**config.mk**
```make
export PLATFORM = sky130hd
export DESIGN_NAME = rx_buf_writer
export DESIGN_NICKNAME = d
export VERILOG_FILES = /design/src/rtl/rx_buf_writer_pkg.sv /design/src/rtl/rx_buf_writer_sat_cnt8.sv /design/src/rtl/rx_buf_writer.sv
export SDC_FILE = /design/constraint.sdc
export NUM_CORES = 1
export LEC_CHECK = 0
export ABC_AREA = 1
export CAP_MARGIN = 20
export CORE_UTILIZATION = 68
export CTS_CLUSTER_SIZE = 40
export DETAILED_ROUTE_END_ITERATION = 12
export DONT_BUFFER_PORTS = 1
export GPL_TIMING_DRIVEN = 0
export PLACE_DENSITY = 0.95
export SYNTH_ARGS = -nofsm -noshare
export SYNTH_HDL_FRONTEND = slang
export SYNTH_SLANG_ARGS = --single-unit
```
**constraint.sdc**
```tcl
create_clock -name sysck -period 5.3 [get_ports sysck]
set_input_delay 0.53 -clock sysck [delete_from_list [all_inputs] [get_ports sysck]]
set_output_delay 0.53 -clock sysck [all_outputs]
set_load 0.02 [all_outputs]
```
**src/rtl/rx_buf_writer_pkg.sv**
```systemverilog
// Shared MAC receive-path constants, types and helpers used by the receive buffer writer.
package rx_buf_writer_pkg;

  localparam int unsigned RamDepth = 512;
  localparam int unsigned AddrW    = 9;
  localparam int unsigned LenW     = 10;
  localparam int unsigned DataW    = 8;
  localparam int unsigned CntW     = 8;

  typedef logic [AddrW-1:0] addr_t;
  typedef logic [LenW-1:0]  len_t;
  typedef logic [DataW-1:0] data_t;

  typedef enum logic [1:0] {
    StIdle  = 2'd0,
    StWrite = 2'd1,
    StDrop  = 2'd2
  } rx_state_e;

  // A frame may hold at most RamDepth-1 bytes; the next byte is an overflow.
  localparam len_t MaxLen = len_t'(RamDepth - 1);

  // Address arithmetic wraps naturally at the RAM depth.
  function automatic addr_t addr_inc(input addr_t a);
    return a + addr_t'(1);
  endfunction

endpackage

```
**src/rtl/rx_buf_writer_sat_cnt8.sv**
```systemverilog
// Eight-bit up-counter that sticks at its maximum value.
module sat_cnt8
  import rx_buf_writer_pkg::*;
(
  input  logic            clk,
  input  logic            rst_n,
  input  logic            inc,
  output logic [CntW-1:0] cnt
);

  logic [CntW-1:0] cnt_q, cnt_d;

  always_comb begin
    cnt_d = cnt_q;
    if (inc && (cnt_q != {CntW{1'b1}})) begin
      cnt_d = cnt_q + {{(CntW-1){1'b0}}, 1'b1};
    end
  end

  always_ff @(posedge clk or negedge rst_n) begin
    if (!rst_n) begin
      cnt_q <= '0;
    end else begin
      cnt_q <= cnt_d;
    end
  end

  assign cnt = cnt_q;

endmodule

```
**src/rtl/rx_buf_writer.sv**
```systemverilog
// Writes received MAC frames into a circular receive RAM and hands one committed
// frame at a time to the CPU; bad, overrun or oversized frames are rewound and counted.
module rx_buf_writer
  import rx_buf_writer_pkg::*;
(
  input  logic             sysck,
  input  logic             reset,
  input  logic [DataW-1:0] rx_data,
  input  logic             rx_valid,
  input  logic             rx_sof,
  input  logic             rx_eof,
  input  logic             rx_bad,
  input  logic             ERR_RAM_REC,
  input  logic             rec_release,
  output logic             receive_we,
  output logic [AddrW-1:0] int_mem_rec_adr,
  output logic [DataW-1:0] mem_wdata,
  output logic             rec_OK,
  output logic [AddrW-1:0] rec_base,
  output logic [LenW-1:0]  rec_len,
  output logic [CntW-1:0]  drop_cnt
);

  rx_state_e state_q, state_d;
  addr_t     wr_ptr_q, wr_ptr_d;
  addr_t     fbase_q, fbase_d;
  len_t      len_q, len_d;
  logic      we_q, we_d;
  addr_t     adr_q, adr_d;
  data_t     wdata_q, wdata_d;
  logic      rec_ok_q, rec_ok_d;
  addr_t     rec_base_q, rec_base_d;
  len_t      rec_len_q, rec_len_d;

  // Decoded actions for this cycle.
  logic      wr_go;
  addr_t     wr_addr;
  logic      start;
  logic      commit;
  logic      rewind;
  logic      drop_inc;

  logic      sof, eof;

  assign sof = rx_valid & rx_sof;
  assign eof = rx_valid & rx_eof;

  always_comb begin
    state_d  = state_q;
    wr_go    = 1'b0;
    wr_addr  = wr_ptr_q;
    start    = 1'b0;
    commit   = 1'b0;
    rewind   = 1'b0;
    drop_inc = 1'b0;

    unique case (state_q)
      StIdle: begin
        if (sof) begin
          if (rec_ok_q) begin
            // Only one frame may be pending; discard the newcomer whole.
            drop_inc = 1'b1;
            if (!rx_eof) state_d = StDrop;
          end else if (rx_eof && rx_bad) begin
            drop_inc = 1'b1;
          end else begin
            wr_go   = 1'b1;
            start   = 1'b1;
            commit  = rx_eof;
            state_d = rx_eof ? StIdle : StWrite;
          end
        end
      end

      StWrite: begin
        if (ERR_RAM_REC) begin
          rewind   = 1'b1;
          drop_inc = 1'b1;
          state_d  = eof ? StIdle : StDrop;
        end else if (sof) begin
          // Abort the partial frame and restart at its base address.
          drop_inc = 1'b1;
          rewind   = 1'b1;
          if (rx_eof && rx_bad) begin
            state_d = StIdle;
          end else begin
            wr_go   = 1'b1;
            wr_addr = fbase_q;
            start   = 1'b1;
            commit  = rx_eof;
            state_d = rx_eof ? StIdle : StWrite;
          end
        end else if (rx_valid) begin
          if (rx_eof && rx_bad) begin
            rewind   = 1'b1;
            drop_inc = 1'b1;
            state_d  = StIdle;
          end else if (len_q == MaxLen) begin
            rewind   = 1'b1;
            drop_inc = 1'b1;
            state_d  = rx_eof ? StIdle : StDrop;
          end else begin
            wr_go  = 1'b1;
            commit = rx_eof;
            if (rx_eof) state_d = StIdle;
          end
        end
      end

      StDrop: begin
        if (eof) state_d = StIdle;
      end

      default: state_d = StIdle;
    endcase
  end

  always_comb begin
    wr_ptr_d   = wr_ptr_q;
    fbase_d    = fbase_q;
    len_d      = len_q;
    we_d       = 1'b0;
    adr_d      = adr_q;
    wdata_d    = wdata_q;
    rec_ok_d   = rec_ok_q & ~rec_release;
    rec_base_d = rec_base_q;
    rec_len_d  = rec_len_q;

    if (rewind) wr_ptr_d = fbase_q;

    if (wr_go) begin
      we_d     = 1'b1;
      adr_d    = wr_addr;
      wdata_d  = rx_data;
      wr_ptr_d = addr_inc(wr_addr);
      len_d    = start ? len_t'(1) : len_q + len_t'(1);
      if (start) fbase_d = wr_addr;
    end

    // Commit wins over a release arriving in the same cycle.
    if (commit) begin
      rec_base_d = start ? wr_addr : fbase_q;
      rec_len_d  = start ? len_t'(1) : len_q + len_t'(1);
      fbase_d    = addr_inc(wr_addr);
      rec_ok_d   = 1'b1;
    end
  end

  always_ff @(posedge sysck or negedge reset) begin
    if (!reset) begin
      state_q    <= StIdle;
      wr_ptr_q   <= '0;
      fbase_q    <= '0;
      len_q      <= '0;
      we_q       <= 1'b0;
      adr_q      <= '0;
      wdata_q    <= '0;
      rec_ok_q   <= 1'b0;
      rec_base_q <= '0;
      rec_len_q  <= '0;
    end else begin
      state_q    <= state_d;
      wr_ptr_q   <= wr_ptr_d;
      fbase_q    <= fbase_d;
      len_q      <= len_d;
      we_q       <= we_d;
      adr_q      <= adr_d;
      wdata_q    <= wdata_d;
      rec_ok_q   <= rec_ok_d;
      rec_base_q <= rec_base_d;
      rec_len_q  <= rec_len_d;
    end
  end

  sat_cnt8 u_drop_cnt (
    .clk   (sysck),
    .rst_n (reset),
    .inc   (drop_inc),
    .cnt   (drop_cnt)
  );

  assign receive_we      = we_q;
  assign int_mem_rec_adr = adr_q;
  assign mem_wdata       = wdata_q;
  assign rec_OK          = rec_ok_q;
  assign rec_base        = rec_base_q;
  assign rec_len         = rec_len_q;

endmodule

```
Yosys cells after proc, flatten, opt, wreduce, memory -nomap -nowiden:

Cells that the tools add are included.

* output and inout bits: 46
* logic and storage cells: 93
* input bits: 16
* register bits: 76

* equal/unequal tests: 10
* bitwise operators: 4
* reductions and logical operators: 6
* mux-type cells: 59
* add/sub/neg operators: 3

Operators by type and width (number)
* 9-bit 2-to-1 mux: 9
* 1-bit 2-to-1 mux: 31
* 2-bit 2-to-1 mux: 13
* 10-bit by 1-bit adder with 10-bit output, second input constant: 1
* 10-bit by 9-bit equality test with 1-bit output, second input constant: 1
* 10-bit 2-to-1 mux: 1
* 9-bit by 1-bit adder with 9-bit output, second input constant: 1
* 8-bit by 1-bit adder with 8-bit output, second input constant: 1
* 8-bit != test, second input constant: 1
* 1-bit one-hot mux with 2 select lines: 4
* 3-bit != test, second input constant: 2
* 6-bit != test, second input constant: 1
* 2-bit one-hot mux with 3 select lines: 1
* 6-bit AND reduction: 1
* 2-bit != test, second input constant: 2
* 4-bit != test, second input constant: 1
* 2-bit nonzero test: 2
* 1-bit bitwise AND: 3
* 2-bit by 1-bit equality test with 1-bit output, second input constant: 1
* 2-bit equality test, second input constant: 1
* 1-bit logical AND: 2
* 2-bit logical NOT: 1
* 1-bit NOT: 1

Longest topological paths before layout:

Gate-level depths: netlist (run 1).

* depth after elaboration: 9
* gate-level depth with buffers: 15
* gate-level depth less buffers: 14

Cells and area by module:

Synthesis (run 1) repeated with hierarchy kept, for this count alone.

* cells, all modules: 524
* area total of the unflattened synthesis: 4056.4 sq um

Modules (own cells, without submodules)
* rx_buf_writer: area each 3597.2 sq um, sequential area each 1701.6 sq um, times used 1, cells each 464
* sat_cnt8: area each 459.2 sq um, sequential area each 200.2 sq um, times used 1, cells each 60

Least setup slack after synthesis (run 1):

No wires, ideal clock.

* path kind: input port to flip-flop
* from: input port ERR_RAM_REC
* to: register wr_ptr_q[4]
* path slack: 3.295 ns
* stages: 13
* arrival time: 1.888 ns
* required time: 5.183 ns
* path buffers: 2
* setup time: 0.117 ns
* cell sequence: clkbuf_2 -> a21oi_4 -> nand2_4 -> buf_6 -> nand2_1 -> nand2_2 -> ha_1 -> nand2_2 -> nor2_4 -> nand2_1 -> nand3_1 -> o21ai_1 -> inv_1

* cells in the longest elaborated chain, start to end: 4
* elaborated cells on any way between the ends: 9
* classes of those cells: add/sub (1); mux (7); reduce/logical (1)

RTL lines
* from (decl): line rx_buf_writer.sv:13 `input logic ERR_RAM_REC,`
* 9-bit 2-to-1 mux: line rx_buf_writer.sv:76 `if (ERR_RAM_REC) begin`
* 9-bit 2-to-1 mux: line rx_buf_writer.sv:57 `unique case (state_q)`
* named net wr_addr[0]: line rx_buf_writer.sv:37 `addr_t wr_addr;`
* 9-bit by 1-bit adder with 9-bit output: line rx_buf_writer_pkg.sv:25 `return a + addr_t'(1);`
* 9-bit 2-to-1 mux: line rx_buf_writer.sv:131 `if (wr_go) begin`
* to (signal assigned): line rx_buf_writer.sv:163 `wr_ptr_q <= wr_ptr_d;`
* to (decl): line rx_buf_writer.sv:25 `addr_t wr_ptr_q, wr_ptr_d;`

The timed path passes the listed nets, and every way through them passes these cells.
A chain may end at the register's enable or synchronous reset.

Worst setup path after layout (run 1):

* from: register len_q[0]
* to: register adr_q[8] (netlist: int_mem_rec_adr[8])

* cells in the longest elaborated chain, start to end: 7

RTL lines
* from (decl): line rx_buf_writer.sv:27 `len_t len_q, len_d;`
* from (signal assigned): line rx_buf_writer.sv:165 `len_q <= len_d;`
* 10-bit by 9-bit equality test with 1-bit output: line rx_buf_writer.sv:98 `end else if (len_q == MaxLen) begin`
* 1-bit 2-to-1 mux: line rx_buf_writer.sv:98
* 1-bit 2-to-1 mux: line rx_buf_writer.sv:94 `if (rx_eof && rx_bad) begin`
* 1-bit 2-to-1 mux: line rx_buf_writer.sv:93 `end else if (rx_valid) begin`
* 1-bit 2-to-1 mux: line rx_buf_writer.sv:80 `end else if (sof) begin`
* 1-bit 2-to-1 mux: line rx_buf_writer.sv:76
* 1-bit one-hot mux with 2 select lines: line rx_buf_writer.sv:57
* to (signal assigned): line rx_buf_writer.sv:167 `adr_q <= adr_d;`
* to (decl): line rx_buf_writer.sv:29 `addr_t adr_q, adr_d;`

No other way between the ends.

==> run summary, run 1 <==
cells along the critical path: ha_1, nand2_1, nor2_1, nand4_1, nand3_2, nand2_1, inv_2, buf_2, nand2_1, o21ai_0
FFs w/ async S/R, synth: 1.00
share of layout cells above drive strength 1: 0.128
synthesized flop and latch total: 76
number of port buffers: 0
post-synth cell types: 38
largest net degree at the start of global routing: 77
io pins: 62
die height: 78.9 µm
area share of the largest cell type after synthesis: 0.473
number of iterations in the first detailed-routing pass: 5
clock edge transition at the registers on the reported setup and hold paths: 80 ps
largest clock skew in the final design: 10.7 ps
fraction of power consumed by the clock network: 0.201
final worst hold slack: 59.3 ps
Area Overhead vs Synth: 8.49%
Pwr Density: 570 mW/mm²
Placeable Area: 0.00561 mm²
Setup TNS: 0 ps
kind of cell with the highest combined delay on the critical path: simple AND/OR/NAND/NOR gates
minimum period implied by the final worst setup slack: 2200 ps
setup repair after global routing missed its margin: false
part of the power in registers: 0.465
endpoints failing setup: 0
DRC: 0
buffer count from post-CTS setup fixing: 0
most area-hungry cell type in the Yosys netlist: dfrtp_1
worst setup margin: 3100 ps
number of enable-type register cells in the synthesized netlist: 0
area of the multi-input gates: 0.00182 mm²
sum of buffers and inverters on the critical path: 2
combined area of all synthesized cells: 0.00402 mm²
Routability Congestion: 0.930
ys flop type: dfrtp_1
root buffer selected by CTS: clkbuf_8
number of rows created at floorplan: 27
nets in the synthesized netlist: 547
warning count from the yosys run: 0
drt via density: 5.89
Most common cell on crit path: nand2_1
initial core utilization: 0.717
count of max-cap constraint violations: 0
total routing resource utilization after global routing: 0.353
internal portion of total power: 1.36 mW
leakage power figure: 2.28 nW
overall overflow remaining after global route: 0
wire length of the first global-routing pass: 16.5 mm
Clock Path Buffers: 2
TritonCTS buffer count: 9
Worst Path Arrival: 2450 ps
Worst path max stage delay: 460 ps
cells taking the most area after synthesis: dfrtp_1, nand2_1, nand3_1
WL/cell: 16.1 µm
type of the worst setup path: flop to flop
floorplan die area: 0.00623 mm²
sinks on the clock net: 76
critical-path cell with the highest stage delay: dfrtp_1
most frequent standard cell in the layout excluding fill and tap cells: nand2_1
via count of the first global-routing pass: 3555
Iteration-0 DRC Markers: 456
share of the clock period used by the worst path: 0.415
total via count after detailed routing: 3637
crit end category: flop
VDD IR max: 0.351 mV
worst max-slew margin expressed relative to the limit: 0.708
element type at the critical path start: flop
remaining number of nets flagged by the antenna check after routing: 0
Die X-Extent: 78.9 µm
highest attainable clock frequency: 0.454 GHz
sequential standard cell area: 0.00190 mm²
Filler Cell Count: 399
htree depth: 3
Cells after Synth: 528
CP Data Required Time: 5550 ps
switching portion of total power: 0.452
diodes inserted: 0
number of pins with negative max-slew slack in the final report: 0
latest clock arrival within the worst-skew pair: 360 ps
measured slew at the worst slew-check pin: 433 ps
register area share after synthesis: 0.473
half-perimeter wire length of the detailed placement result: 6.74 mm
total count of hold-check failures in the final report: 0
run status: completed
path category of the worst min-delay check: input pin to async pin
clock tree from TritonCTS: built
worst slack after detailed placement: 3040 ps
Avg Synthesized Cell Area: 7.62 µm²
commonest cells after routing, fill and taps aside: nand2_1, dfrtp_1, inv_1, nand3_1, o21ai_0
final wirelength: 9.93 mm
# nets final: 559
critical path fanouts, max: 10
antenna violations before repair: 0
switching power total: 1.12 mW
combinational cell fraction of total power: 0.333
repair_timing:
item                       in CTS  in global routing
hold endpoints to repair       76                  0
setup endpoints to repair       0                  0
hold buffers                    1                  0
resized for setup               0                  0
Yosys cell counts (3+ instances only):
library cell	count
dfrtp_1	76
nor2_1	33
buf_2	9
a21oi_1	4
nand2_2	15
ha_1	3
inv_2	5
buf_6	3
nand4_1	3
xor2_1	7
o21ai_2	3
inv_1	44
nor3_1	7
o21ai_1	11
nand2_1	204
o21ai_0	34
nand3_1	37
buf_4	4
nor2_2	3
registers in the layout (all words and copies together) (netlist names):
signal and flops:
rec_OK 1, receive_we 1, mem_wdata 8, fbase_q 9, int_mem_rec_adr 9, wr_ptr_q 9, u_drop_cnt.cnt 8, len_q 10
rec_len 10, state_q 2, rec_base 9
cell type report:
class | instances | share of cell area
clock buffers | 10 | 0.0315
plain buffers | 17 | 0.0261
clock inverters | 6 | 0.0198
repair buffers | 1 | 0.00631
inverters | 50 | 0.0433
multi-input cells | 385 | 0.417
well taps | 72 | 0.0206
flip-flops and latches | 76 | 0.436
power by group through the flow:
| stage | clock network [mW] | logic, mW | registers (mW) |
|---|---|---|---|
| 2_1_floorplan | 0 | 0.628 | 1.12 |
| 5_1_grt | 0.521 | 0.939 | 1.18 |
| 4_1_cts | 0.500 | 0.815 | 1.15 |
| 3_5_place_dp | 0 | 0.788 | 1.16 |
| 3_3_place_gp | 0 | 0.746 | 1.15 |
| 6_report | 0.500 | 0.829 | 1.16 |
cell families (layout without fill, tap and decap cells):
kind of cell,count (synthesis),in the layout,share of synthesized area
xor+xnor,8,8,0.0174
simple gates,311,311,0.333
fa+ha+maj,3,3,0.00933
flops,76,76,0.473
compound gates,63,63,0.0924
buf+inv,67,84,0.0753
worst paths after layout:
path | from | end | slack (ps) | cells after the start
hold / removal | reset | int_mem_rec_adr[4]$_DFFE_PN0N_ | 60 | 1
min in group sysck | rec_release | rec_OK$_DFF_PN0_ | 250 | 1
hold reg to reg | len_q[8]$_DFFE_PN0N_ | len_q[8]$_DFFE_PN0N_ | 510 | 2
setup / recovery | len_q[0]$_DFFE_PN0N_ | int_mem_rec_adr[8]$_DFFE_PN0N_ | 3100 | 10
setup reg to reg | len_q[0]$_DFFE_PN0N_ | int_mem_rec_adr[8]$_DFFE_PN0N_ | 3100 | 10
max in group asynchronous | reset | rec_len[9]$_DFFE_PN0P_ | 4950 | 1
worst register-to-register path: stages, from the launching register on:
cell     delay, ps
dfrtp_1        460
ha_1           200
nand2_1         80
nor2_1         290
nand4_1        190
nand3_2        130
nand2_1         80
inv_2          170
buf_2          270
nand2_1        100
o21ai_0        120
per-stage QoR:
| stage | std cells | cell area, µm² | utilization | power (mW) |
|---|---|---|---|---|
| final | 617 | 4360 | 0.778 | 2.49 |
| after global routing | 617 | 4360 | 0.778 | 2.64 |
| after global placement | 600 | 4110 | 0.733 | 1.90 |
| after detailed placement | 600 | 4110 | 0.733 | 1.95 |
| after floorplan | 528 | 4020 | - | 1.74 |
| after CTS | 617 | 4360 | 0.778 | 2.47 |
routing by layer:
layer | up-vias | wire (µm) | GRT usage
met5 | - | 0 | 0
met4 | 0 | 353 | 0.218
met3 | 38 | 934 | 0.0828
met2 | 225 | 4740 | 0.556
met1 | 1677 | 3900 | 0.443
li1 | 1697 | - | -
No activity file was read; power rests on OpenSTA's default activity.
==> run 2: changes to the inputs <==
--- a/config.mk
+++ b/config.mk
@@ -7,12 +7,12 @@
 export LEC_CHECK = 0
 export ABC_AREA = 1
 export CAP_MARGIN = 20
-export CORE_UTILIZATION = 68
+export CORE_UTILIZATION = 63
 export CTS_CLUSTER_SIZE = 40
 export DETAILED_ROUTE_END_ITERATION = 12
 export DONT_BUFFER_PORTS = 1
 export GPL_TIMING_DRIVEN = 0
-export PLACE_DENSITY = 0.95
+export PLACE_DENSITY = 0.9
 export SYNTH_ARGS = -nofsm -noshare
 export SYNTH_HDL_FRONTEND = slang
 export SYNTH_SLANG_ARGS = --single-unit
==> constraint.sdc (replaced) <==
create_clock -name sysck -period 2.3 [get_ports sysck]
set_input_delay 0.23 -clock sysck [delete_from_list [all_inputs] [get_ports sysck]]
set_output_delay 0.23 -clock sysck [all_outputs]
set_load 0.02 [all_outputs]
==> run 2 against run 1 <==
Sequential share of layout area decreased by 0.93 points. Cell count rose by 2.1%. Clock skew fell by 3.4 ps. Non-clock buffer count increased by 10. Register-to-register slack worse by 2900 ps. Clock power grew 120%. Critical path type unchanged. Via count up 2.0%. Total power rose by 130%. Cell area up 2.2%. Die area grew 7.7%. Hold slack better by 120 ps. Highest routed layer unchanged.
==> run summary, run 2 (same netlist as run 1, synthesis figures left out) <==
number of rows created at floorplan: 28
worst max-slew margin expressed relative to the limit: 0.671
floorplan die area: 0.00671 mm²
number of port buffers: 0
share of the clock period used by the worst path: 0.929
Iteration-0 DRC Markers: 497
io pins: 62
path category of the worst min-delay check: input pin to flop
Worst path max stage delay: 480 ps
Setup TNS: 0 ps
sum of buffers and inverters on the critical path: 1
endpoints failing setup: 0
half-perimeter wire length of the detailed placement result: 6.73 mm
drt via density: 5.89
post-layout power: 5.71 mW
via count of the first global-routing pass: 3496
remaining number of nets flagged by the antenna check after routing: 0
setup repair after global routing missed its margin: false
clock tree from TritonCTS: built
type of the worst setup path: flop to flop
cells along the critical path: ha_1, nand2_1, nor2_2, nand4_1, nand2_1, nand2_1, nand2_2, buf_2, nand2_1, nand2_1
commonest cells after routing, fill and taps aside: nand2_1, dfrtp_1, inv_1, nand3_1, o21ai_0
Worst Path Arrival: 2430 ps
number of pins with negative max-slew slack in the final report: 0
initial core utilization: 0.668
count of max-cap constraint violations: 0
largest clock skew in the final design: 7.30 ps
reg-to-reg startpoint: len_q[0]$_DFFE_PN0N_
DRC: 0
total routing resource utilization after global routing: 0.329
element type at the critical path start: flop
buffer count from post-CTS setup fixing: 0
total count of hold-check failures in the final report: 0
clock edge transition at the registers on the reported setup and hold paths: 80 ps
capturing instance or port of the critical path: rec_len[5]$_DFFE_PN0P_
Die X-Extent: 81.9 µm
measured slew at the worst slew-check pin: 492 ps
worst-case register-to-register setup slack: 160 ps
VDD IR max: 0.948 mV
Clock Path Buffers: 2
die height: 81.9 µm
minimum period implied by the final worst setup slack: 2140 ps
leakage power figure: 2.31 nW
worst-case reg-to-reg path depth: 10
crit end category: flop
Most common cell on crit path: nand2_1
antenna violations before repair: 0
final wirelength: 10.1 mm
most frequent standard cell in the layout excluding fill and tap cells: nand2_1
CP Data Required Time: 2600 ps
Final Core Density: 0.740
Filler Cell Count: 435
source of the critical timing path: len_q[0]$_DFFE_PN0N_
run status: completed
root buffer selected by CTS: clkbuf_8
critical-path cell with the highest stage delay: dfrtp_1
TritonCTS buffer count: 9
critical path fanouts, max: 10
latest clock arrival within the worst-skew pair: 360 ps
number of iterations in the first detailed-routing pass: 7
# nets final: 569
Placeable Area: 0.00603 mm²
WL/cell: 16.1 µm
sinks on the clock net: 76
highest attainable clock frequency: 0.468 GHz
Area Overhead vs Synth: 10.9%
htree depth: 3
Routability Congestion: 0.927
diodes inserted: 0
largest net degree at the start of global routing: 77
total via count after detailed routing: 3708
overall overflow remaining after global route: 0
share of layout cells above drive strength 1: 0.126
Pwr Density: 1280 mW/mm²
Critical R2R Capture: rec_len[5]$_DFFE_PN0P_
logic depth of the worst setup path including buffers: 10
wire length of the first global-routing pass: 16.1 mm
final worst hold slack: 174 ps
kind of cell with the highest combined delay on the critical path: simple AND/OR/NAND/NOR gates
-- run 2: final cells by class --
cell class	instances	area [µm²]	share of cell area
buffer	17	114	0.0255
multi-input combinational	385	1820	0.408
sequential	76	1900	0.426
clock inverter	3	43.8	0.00982
tap	75	93.8	0.0210
inverter	50	189	0.0424
timing repair buffer	11	128	0.0286
clock buffer	13	169	0.0379
-- run 2: per-stage QoR --
stage / worst slack [ps] / instances / area, µm²
floorplan: 507 / 528 / 4020
global placement: 225 / 603 / 4120
detailed placement: 136 / 603 / 4120
CTS: 125 / 630 / 4460
global route: 30.5 / 630 / 4460
finish: 164 / 630 / 4460
-- run 2: timing repair --
item / in CTS / in global routing
resized for setup: 0 / 1
hold buffers: 11 / 0
setup endpoints to repair: 0 / 52
endpoints found under the hold margin: 85 / 0
-- run 2: how the worst min path moves through the flow --
stage | end | cells after the start | slack, ps | startpoint
floorplan | fbase_q[0]$_DFFE_PN0P_ | 0 | -70 | reset
global placement | int_mem_rec_adr[5]$_DFFE_PN0N_ | 0 | -60 | reset
detailed placement | int_mem_rec_adr[7]$_DFFE_PN0N_ | 0 | -60 | reset
CTS | state_q[1]$_DFFE_PN0P_ | 3 | 160 | rx_valid
global route | state_q[1]$_DFFE_PN0P_ | 3 | 190 | rx_valid
finish | state_q[1]$_DFFE_PN0P_ | 3 | 170 | rx_valid
-- run 2: power breakdown --
part	internal, mW	total (mW)	switching, mW
Combinational	0.653	1.93	1.28
Clock	0.591	1.09	0.499
Sequential	1.86	2.69	0.830
-- run 2: worst register-to-register path: stages, from the launching register on --
cell and delay, ps:
dfrtp_1 480, ha_1 210, nand2_1 100, nor2_2 220, nand4_1 190, nand2_1 100, nand2_1 60, nand2_2 200
buf_2 310, nand2_1 100, nand2_1 90
-- run 2: routing by layer --
layer	vias to the layer above	track usage	wire length (µm)
li1	1710	-	-
met1	1725	0.411	3820
met2	238	0.542	4960
met3	35	0.0833	1100
met4	0	0.139	259
met5	-	0	0
==> run 3: changes to the inputs <==
--- a/config.mk
+++ b/config.mk
@@ -7,6 +7,7 @@
 export LEC_CHECK = 0
 export ABC_AREA = 1
 export CAP_MARGIN = 20
+export CORE_MARGIN = 2
 export CORE_UTILIZATION = 63
 export CTS_CLUSTER_SIZE = 40
 export DETAILED_ROUTE_END_ITERATION = 12
==> run 3 against run 2 <==
Sequential share of layout area about the same. Register-to-register slack barely moved. Global-route usage down 2.6 points. First-iteration DRC count down 3.6%. Critical endpoint is now wr_ptr_q[1]$_DFFE_PN0P_. Worst setup slack improved by 0.73 ps.
==> run summary, run 3 (same netlist as run 1, synthesis figures left out) <==
highest metal layer with signal wires: met4
Clock Path Buffers: 2
Pwr Density: 1280 mW/mm²
element type at the critical path start: flop
post-place instance area: 0.00412 mm²
final cell area excluding filler cells: 0.00446 mm²
crit end category: flop
switching portion of total power: 0.466
floorplan die area: 0.00704 mm²
critical-path cell with the highest stage delay: dfrtp_2
fraction of power consumed by the clock network: 0.193
largest net degree at the start of global routing: 77
htree depth: 3
wire length on met3: 745 µm
sum of met2 wire segment lengths after detailed routing: 4.87 mm
clock edge transition at the registers on the reported setup and hold paths: 90 ps
setup repair after global routing missed its margin: false
final wirelength: 10.0 mm
number of pins with negative max-slew slack in the final report: 0
Area Overhead vs Synth: 11.0%
Routability Congestion: 0.918
CP Data Required Time: 2600 ps
worst-case register-to-register setup slack: 160 ps
path category of the worst min-delay check: input pin to flop
Final Core Density: 0.711
switching power total: 2.65 mW
wire length of the first global-routing pass: 16.8 mm
largest clock skew in the final design: 10.0 ps
run status: completed
Iteration-0 DRC Markers: 479
kind of cell with the highest combined delay on the critical path: simple AND/OR/NAND/NOR gates
Worst path max stage delay: 450 ps
endpoints failing setup: 0
critical path fanouts, max: 10
DRC: 0
VDD IR max: 0.882 mV
Setup TNS: 0 ps
part of the power in registers: 0.470
sum of buffers and inverters on the critical path: 2
combinational cell fraction of total power: 0.337
Filler Cell Count: 472
die height: 83.9 µm
number of rows created at floorplan: 29
io pins: 62
sinks on the clock net: 76
TritonCTS buffer count: 9
latest clock arrival within the worst-skew pair: 360 ps
initial core utilization: 0.641
share of layout cells above drive strength 1: 0.130
post-layout power: 5.70 mW
cells along the critical path: ha_1, nand2_1, nor2_2, nand4_1, nand3_2, nand2_1, inv_2, buf_2, nand3_1, nand3_1
root buffer selected by CTS: clkbuf_8
commonest cells after routing, fill and taps aside: nand2_1, dfrtp_1, inv_1, nand3_1, o21ai_0
total routing resource utilization after global routing: 0.304
DRT met1 WL: 4.06 mm
number of port buffers: 0
via count of the first global-routing pass: 3537
number of iterations in the first detailed-routing pass: 7
leakage power figure: 2.31 nW
minimum period implied by the final worst setup slack: 2140 ps
Placeable Area: 0.00628 mm²
total count of hold-check failures in the final report: 0
total via count after detailed routing: 3670
internal portion of total power: 3.04 mW
Die X-Extent: 83.9 µm
most frequent standard cell in the layout excluding fill and tap cells: nand2_1
diodes inserted: 0
type of the worst setup path: flop to flop
half-perimeter wire length of the detailed placement result: 6.74 mm
# nets final: 569
share of the clock period used by the worst path: 0.928
worst max-slew margin expressed relative to the limit: 0.710
Worst Path Arrival: 2440 ps
overall overflow remaining after global route: 0
antenna violations before repair: 0
measured slew at the worst slew-check pin: 433 ps
drt via density: 5.81
count of max-cap constraint violations: 0
clock tree from TritonCTS: built
WL/cell: 15.9 µm
remaining number of nets flagged by the antenna check after routing: 0
highest attainable clock frequency: 0.468 GHz
-- run 3: power by group through the flow --
stage	registers, mW	logic (mW)	clock network, mW
2_1_floorplan	2.57	1.45	0
3_3_place_gp	2.67	1.73	0
5_1_grt	2.74	2.20	1.16
6_report	2.68	1.92	1.10
3_5_place_dp	2.69	1.82	0
4_1_cts	2.67	1.89	1.11
-- run 3: layout make-up --
| class | count | area (µm²) | area share |
|---|---|---|---|
| Clock inverter | 7 | 90.1 | 0.0202 |
| Buffer | 17 | 114 | 0.0255 |
| Multi-Input combinational cell | 385 | 1820 | 0.408 |
| Clock buffer | 9 | 124 | 0.0277 |
| Timing Repair Buffer | 11 | 128 | 0.0286 |
| Sequential cell | 76 | 1900 | 0.426 |
| Inverter | 50 | 189 | 0.0423 |
| Tap cell | 77 | 96.3 | 0.0216 |
-- run 3: layer usage --
metal	vias up	track usage
met3	48	0.0574
met4	0	0.139
li1	1715	-
met2	193	0.491
met1	1714	0.399
met5	-	0
-- run 3: per-stage QoR --
| step | setup WS [ps] | instances | hold WS [ps] |
|---|---|---|---|
| after floorplan | 507 | 528 | -65.6 |
| after global placement | 200 | 605 | -62.8 |
| after detailed placement | 141 | 605 | -63.8 |
| after CTS | 125 | 632 | 115 |
| after global routing | 2.74 | 632 | 143 |
| final | 165 | 632 | 125 |
-- run 3: worst paths after layout --
| kind | cells past startpoint | from | to |
|---|---|---|---|
| setup / recovery | 10 | len_q[0]$_DFFE_PN0N_ | wr_ptr_q[1]$_DFFE_PN0P_ |
| hold / removal | 3 | rx_valid | state_q[1]$_DFFE_PN0P_ |
| setup reg to reg | 10 | len_q[0]$_DFFE_PN0N_ | wr_ptr_q[1]$_DFFE_PN0P_ |
| hold reg to reg | 2 | len_q[8]$_DFFE_PN0N_ | len_q[8]$_DFFE_PN0N_ |
| max in group asynchronous | 2 | reset | len_q[0]$_DFFE_PN0N_ |
| min in group asynchronous | 2 | reset | rec_len[3]$_DFFE_PN0P_ |
-- run 3: tightest hold or removal path: cells and delay by family --
family | cells | cell delay, ps
simple gates | 1 | 80
buf+inv | 1 | 50
compound gates | 1 | 100
-- run 3: what timing repair did --
item / in CTS / in global routing
hold endpoints to repair: 85 / 0
hold buffers: 11 / 0
gates resized for setup: 0 / 2
setup endpoints to repair: 0 / 70
setup buffers: 0 / 0
